### src/rtl/add_compare_select.sv
// Radix-2 add-compare-select stage for a K=3, rate-1/2 Viterbi decoder (4 states).
// Consumes 8 branch metrics per trellis step and keeps normalized path metrics.
// Each step emits one survivor bit per next state, the best state and a step count.
// Trellis: next n = {u, s1}; its predecessors are p_k = {n[0], k}, using metric 2*n+k.
module add_compare_select #(
  parameter int BM_W    = 2,
  parameter int PM_W    = 6,
  parameter int INIT_PM = 32
) (
  input  logic              clk,
  input  logic              rst,
  input  logic              en_add,
  input  logic              i_start,
  input  logic [8*BM_W-1:0] i_HD,
  output logic [3:0]        o_survivor,
  output logic [1:0]        o_best_state,
  output logic [4*PM_W-1:0] o_pm,
  output logic [15:0]       o_step_cnt,
  output logic              o_valid
);

  localparam logic [PM_W-1:0] PM_MAX  = '1;
  localparam logic [PM_W-1:0] PM_INIT = PM_W'(INIT_PM);

  // Add at PM_W+1 bits and clamp, so a large start metric never wraps to a small one.
  function automatic logic [PM_W-1:0] sat_add(input logic [PM_W-1:0] a,
                                              input logic [BM_W-1:0] b);
    logic [PM_W:0] sum;
    sum = {1'b0, a} + (PM_W+1)'(b);
    return sum[PM_W] ? PM_MAX : sum[PM_W-1:0];
  endfunction

  function automatic logic [PM_W-1:0] min2(input logic [PM_W-1:0] a,
                                           input logic [PM_W-1:0] b);
    return (b < a) ? b : a;
  endfunction

  // The step counter sticks at all-ones instead of wrapping.
  function automatic logic [15:0] sat_inc(input logic [15:0] v);
    return (v == 16'hFFFF) ? v : v + 16'd1;
  endfunction

  logic [4*PM_W-1:0] base_p0;
  logic [4*PM_W-1:0] cand0_p0;
  logic [4*PM_W-1:0] cand1_p0;
  logic [4*PM_W-1:0] new_p0;
  logic [4*PM_W-1:0] norm_p0;
  logic [3:0]        surv_p0;
  logic [PM_W-1:0]   min_p0;
  logic [1:0]        best_p0;

  logic [4*PM_W-1:0] pm_p1;
  logic [3:0]        surv_p1;
  logic [1:0]        best_p1;
  logic [15:0]       cnt_p1;
  logic              vld_p1;

  // Stage p0: pick base metrics; a start step restarts from the init metrics.
  always_comb begin
    if (en_add && i_start) begin
      base_p0 = {PM_INIT, PM_INIT, PM_INIT, {PM_W{1'b0}}};
    end else begin
      base_p0 = pm_p1;
    end
  end

  // Add-compare-select for every next state; ties keep the k=0 predecessor.
  always_comb begin
    cand0_p0 = '0;
    cand1_p0 = '0;
    new_p0   = '0;
    surv_p0  = '0;
    for (int n = 0; n < 4; n++) begin
      cand0_p0[PM_W*n +: PM_W] = sat_add(base_p0[PM_W*(2*(n%2))   +: PM_W],
                                         i_HD[BM_W*(2*n)   +: BM_W]);
      cand1_p0[PM_W*n +: PM_W] = sat_add(base_p0[PM_W*(2*(n%2)+1) +: PM_W],
                                         i_HD[BM_W*(2*n+1) +: BM_W]);
      surv_p0[n +: 1] = (cand1_p0[PM_W*n +: PM_W] < cand0_p0[PM_W*n +: PM_W]);
      new_p0[PM_W*n +: PM_W] = surv_p0[n +: 1] ? cand1_p0[PM_W*n +: PM_W]
                                               : cand0_p0[PM_W*n +: PM_W];
    end
  end

  // Find the minimum new metric, its lowest-index state, and subtract it out.
  always_comb begin
    min_p0 = min2(min2(new_p0[0 +: PM_W],      new_p0[PM_W +: PM_W]),
                  min2(new_p0[2*PM_W +: PM_W], new_p0[3*PM_W +: PM_W]));
    if (new_p0[0 +: PM_W] == min_p0) begin
      best_p0 = 2'd0;
    end else if (new_p0[PM_W +: PM_W] == min_p0) begin
      best_p0 = 2'd1;
    end else if (new_p0[2*PM_W +: PM_W] == min_p0) begin
      best_p0 = 2'd2;
    end else begin
      best_p0 = 2'd3;
    end
    norm_p0 = '0;
    for (int n = 0; n < 4; n++) begin
      norm_p0[PM_W*n +: PM_W] = new_p0[PM_W*n +: PM_W] - min_p0;
    end
  end

  // Stage p1: commit one trellis step per enabled cycle; reset restores frame-start metrics.
  always_ff @(posedge clk) begin
    if (!rst) begin
      pm_p1   <= {PM_INIT, PM_INIT, PM_INIT, {PM_W{1'b0}}};
      surv_p1 <= '0;
      best_p1 <= '0;
      cnt_p1  <= '0;
      vld_p1  <= 1'b0;
    end else begin
      vld_p1 <= en_add;
      if (en_add) begin
        pm_p1   <= norm_p0;
        surv_p1 <= surv_p0;
        best_p1 <= best_p0;
        cnt_p1  <= i_start ? 16'd1 : sat_inc(cnt_p1);
      end
    end
  end

  assign o_pm         = pm_p1;
  assign o_survivor   = surv_p1;
  assign o_best_state = best_p1;
  assign o_step_cnt   = cnt_p1;
  assign o_valid      = vld_p1;

endmodule
### config.mk
export PLATFORM = sky130hd
export DESIGN_NAME = add_compare_select
export DESIGN_NICKNAME = d
export VERILOG_FILES = /design/src/rtl/add_compare_select.sv
export SDC_FILE = /design/constraint.sdc
export NUM_CORES = 1
export LEC_CHECK = 0
export BUFFER_PORTS_ARGS = -buffer_cell sky130_fd_sc_hd__buf_2
export CAP_MARGIN = 20
export CORE_MARGIN = 2
export CORE_UTILIZATION = 50
export DETAILED_ROUTE_END_ITERATION = 7
export GPL_TIMING_DRIVEN = 1
export PLACE_DENSITY = 0.7
export SETUP_SLACK_MARGIN = 0.2
export SLEW_MARGIN = 20
export SYNTH_ARGS = -nofsm -noshare
export SYNTH_HDL_FRONTEND = slang
export SYNTH_SLANG_ARGS = --single-unit
### constraint.sdc
create_clock -name clk -period 9.25 [get_ports clk]
set_input_delay 0.4625 -clock clk [delete_from_list [all_inputs] [get_ports clk]]
set_output_delay 0.4625 -clock clk [all_outputs]
set_load 0.05 [all_outputs]
==> results.md <==
- Final core utilization: 57.0%
- GR Util All Layers: 27.6%
- Top cell type's share of synthesized area: 16.2%
- Clk slew on worst S/H paths: 70 ps
- Slowest-stage cell, CP: mux2i_1
- Maximum root-to-sink buffer count: 2
- Unrepaired setup endpoints after global routing: no
- Synth area leaders: dfxtp_1 (16%), ha_1 (11%), nor2_1 (5.5%)
- Die area: 12500 µm²
- Routability cong.: 0.932
- Core footprint: 11400 µm²
- R2R cell count: 30
- Initial antenna violation count: 0
- Post-CTS Hold Buffers: 0
- CTS Root Cell: clkbuf_16
- Cell taking the most area after synthesis: dfxtp_1
- DR vias: 5975
- Worst Setup End Kind: flop
- IO Port Bufs: 66
- Initial DRC Count: 707
- Share of post-route cells with drive strength above 1: 15.8%
- Wirelength, routed: 17800 µm
- Worst skew pair latency: 300 ps
- Final setup violating endpoints: 0
- Hpwl dp: 14100 µm
- Fillers: 1097
- Vias in the first global route: 5437
- Setup Skew: 4.23 ps
- Max-cap violation count: 0
- Critical path's top delay family: compound AO/OA/AOI/OAI gates
- I/O pin count: 67
- Layout area overhead: 11.5%
- Die W: 112 µm
- Routed vias/inst: 6.20
- CP Buf/Inv Count: 2
- N_diodes: 0
- Cells after synthesis: 766
- F_max: 0.116 GHz
- Mapped Area: 5810 µm²
- Total CTS buffers: 5
- Antenna Nets Post-Route: 0
- Drt wl/cell: 18.4 µm
- Max-slew headroom: 38.3%
- Post-synth EDFFs: 0
- #FFs+latches synth: 47
- Status: finished clean
- Main flop type after synthesis: dfxtp_1
- Final hold slack: 470 ps
- Crit path time final: 8590 ps
- Hold Crit Class: reg2reg
- Worst slew pin tran: 926 ps
- Mapped Nets: 839
- FP Rows: 39
- First-pass GRT wire length: 28200 µm
- Critical Path Stages: 32
- Distinct cells, synth: 85
- CP Max Fanout: 24
- Worst path max stage delay: 580 ps
- Setup Total Neg Slack: 0 ps
- Critical path launch point type: input pin
- Final #Nets: 893
- Crit path kind: in2reg
- Final Cycle Share: 92.9%
- Starting Density: 51.1%
- Post-Syn Area per Cell: 7.59 µm²
- YS warnings: 0
- Critical path arrival: 8760 ps
- Sequential-to-total area share from yosys stat: 16.2%
- Initial DRT Pass Iterations: 5
- Die Ht: 112 µm
- WP data required: 9420 ps
- Fin. Hold Viols: 0
- Remaining Overflow, GRT: 0
- Min-Delay Path Depth: 2
- H-tree depth: 2
- Largest net degree at the start of global routing: 41
- Post-synth ARST share: 0%
- Crit path top cell by count: ha_1
- Clk sinks: 47
- DRC Markers: 0
- CTS tree: built
- Fin. max-slew vios: 0
-- synthesized netlist by cell type, drive strengths merged (18+ instances only) --
master / n
a211oi: 19
a21oi: 52
a31oi: 20
and2: 18
dfxtp: 47
ha: 53
inv: 44
mux2i: 21
nand2: 68
nand3: 31
nor2: 86
o21ai: 34
xnor2: 34
xor2: 22
-- per-layer routing --
layer,global-route usage (%),part of all wire (%)
met3,3.59,7.0
met1,41.9,49
met2,41.0,43
met5,0,0
met4,6.58,1.2
-- cell type report --
type | count | area (µm²) | share of cell area (%)
clock buffers | 5 | 125 | 1.93
well taps | 143 | 179 | 2.76
clock inverters | 3 | 71.3 | 1.10
flip-flops and latches | 47 | 941 | 14.5
repair buffers | 78 | 433 | 6.68
multi-input cells | 643 | 4560 | 70.4
inverters | 45 | 169 | 2.61
-- per-stage QoR --
| stage | setup WS (ps) | std cells | area [µm²] |
|---|---|---|---|
| finish | 660 | 964 | 6480 |
| global placement | 497 | 955 | 6250 |
| floorplan | 915 | 766 | 5810 |
| detailed placement | 241 | 955 | 6250 |
| global route | 263 | 964 | 6480 |
| CTS | 510 | 963 | 6440 |
-- worst reg2reg max path: cells and delay by family (launching register included) --
kind | cells | cell delay [ps]
buffers and inverters | 1 | 160
multiplexers | 3 | 1420
XOR/XNOR | 2 | 400
adder cells (fa/ha/maj) | 6 | 2050
AO/OA/AOI/OAI | 13 | 3020
AND/OR/NAND/NOR | 5 | 790
flip-flops | 1 | 530
-- worst paths after layout --
path	startpoint	endpoint	slack, ps
worst max-delay path	i_start	o_pm[11]$_SDFFE_PN1P_	660
worst min-delay path	o_survivor[0]$_SDFFE_PN0P_	o_survivor[0]$_SDFFE_PN0P_	470
worst max register to register	o_pm[13]$_SDFFE_PN0P_	o_pm[11]$_SDFFE_PN1P_	750
worst min register to register	o_survivor[0]$_SDFFE_PN0P_	o_survivor[0]$_SDFFE_PN0P_	470
-- state kept, by name (all words and copies together), names as in the netlist --
signal / flops
o_step_cnt: 16
o_survivor: 4
o_pm: 24
o_best_state: 2
o_valid: 1
-- cell families (layout without fill, tap and decap cells) --
family	Yosys count	in the layout	share of synthesized area, %
compound gates	219	219	28.0
xor+xnor	56	56	8.44
fa+ha+maj	69	69	14.2
buf+inv	76	131	5.62
flops	47	47	16.2
mux	29	29	5.64
simple gates	270	270	21.9
-- what timing repair did --
item / CTS / global route
endpoints found under the setup margin: 0 / 12
gates resized for setup: 0 / 3
setup buffers: 0 / 1
-- layout by cell type (no fill, tap or decap), types with 18 or more instances in the layout --
cell,synthesis,final
xor2_1,22,22
dfxtp_1,47,47
o21ai_0,30,30
nand3_1,30,30
ha_1,53,53
inv_1,44,44
a21oi_1,51,50
xnor2_1,34,34
buf_2,9,66
nor2_1,85,85
mux2i_1,18,18
nand2_1,67,67
Power is left out: the tool's default activity adds up to more than one toggle a clock period on the data nets, which glitch-free logic cannot reach.
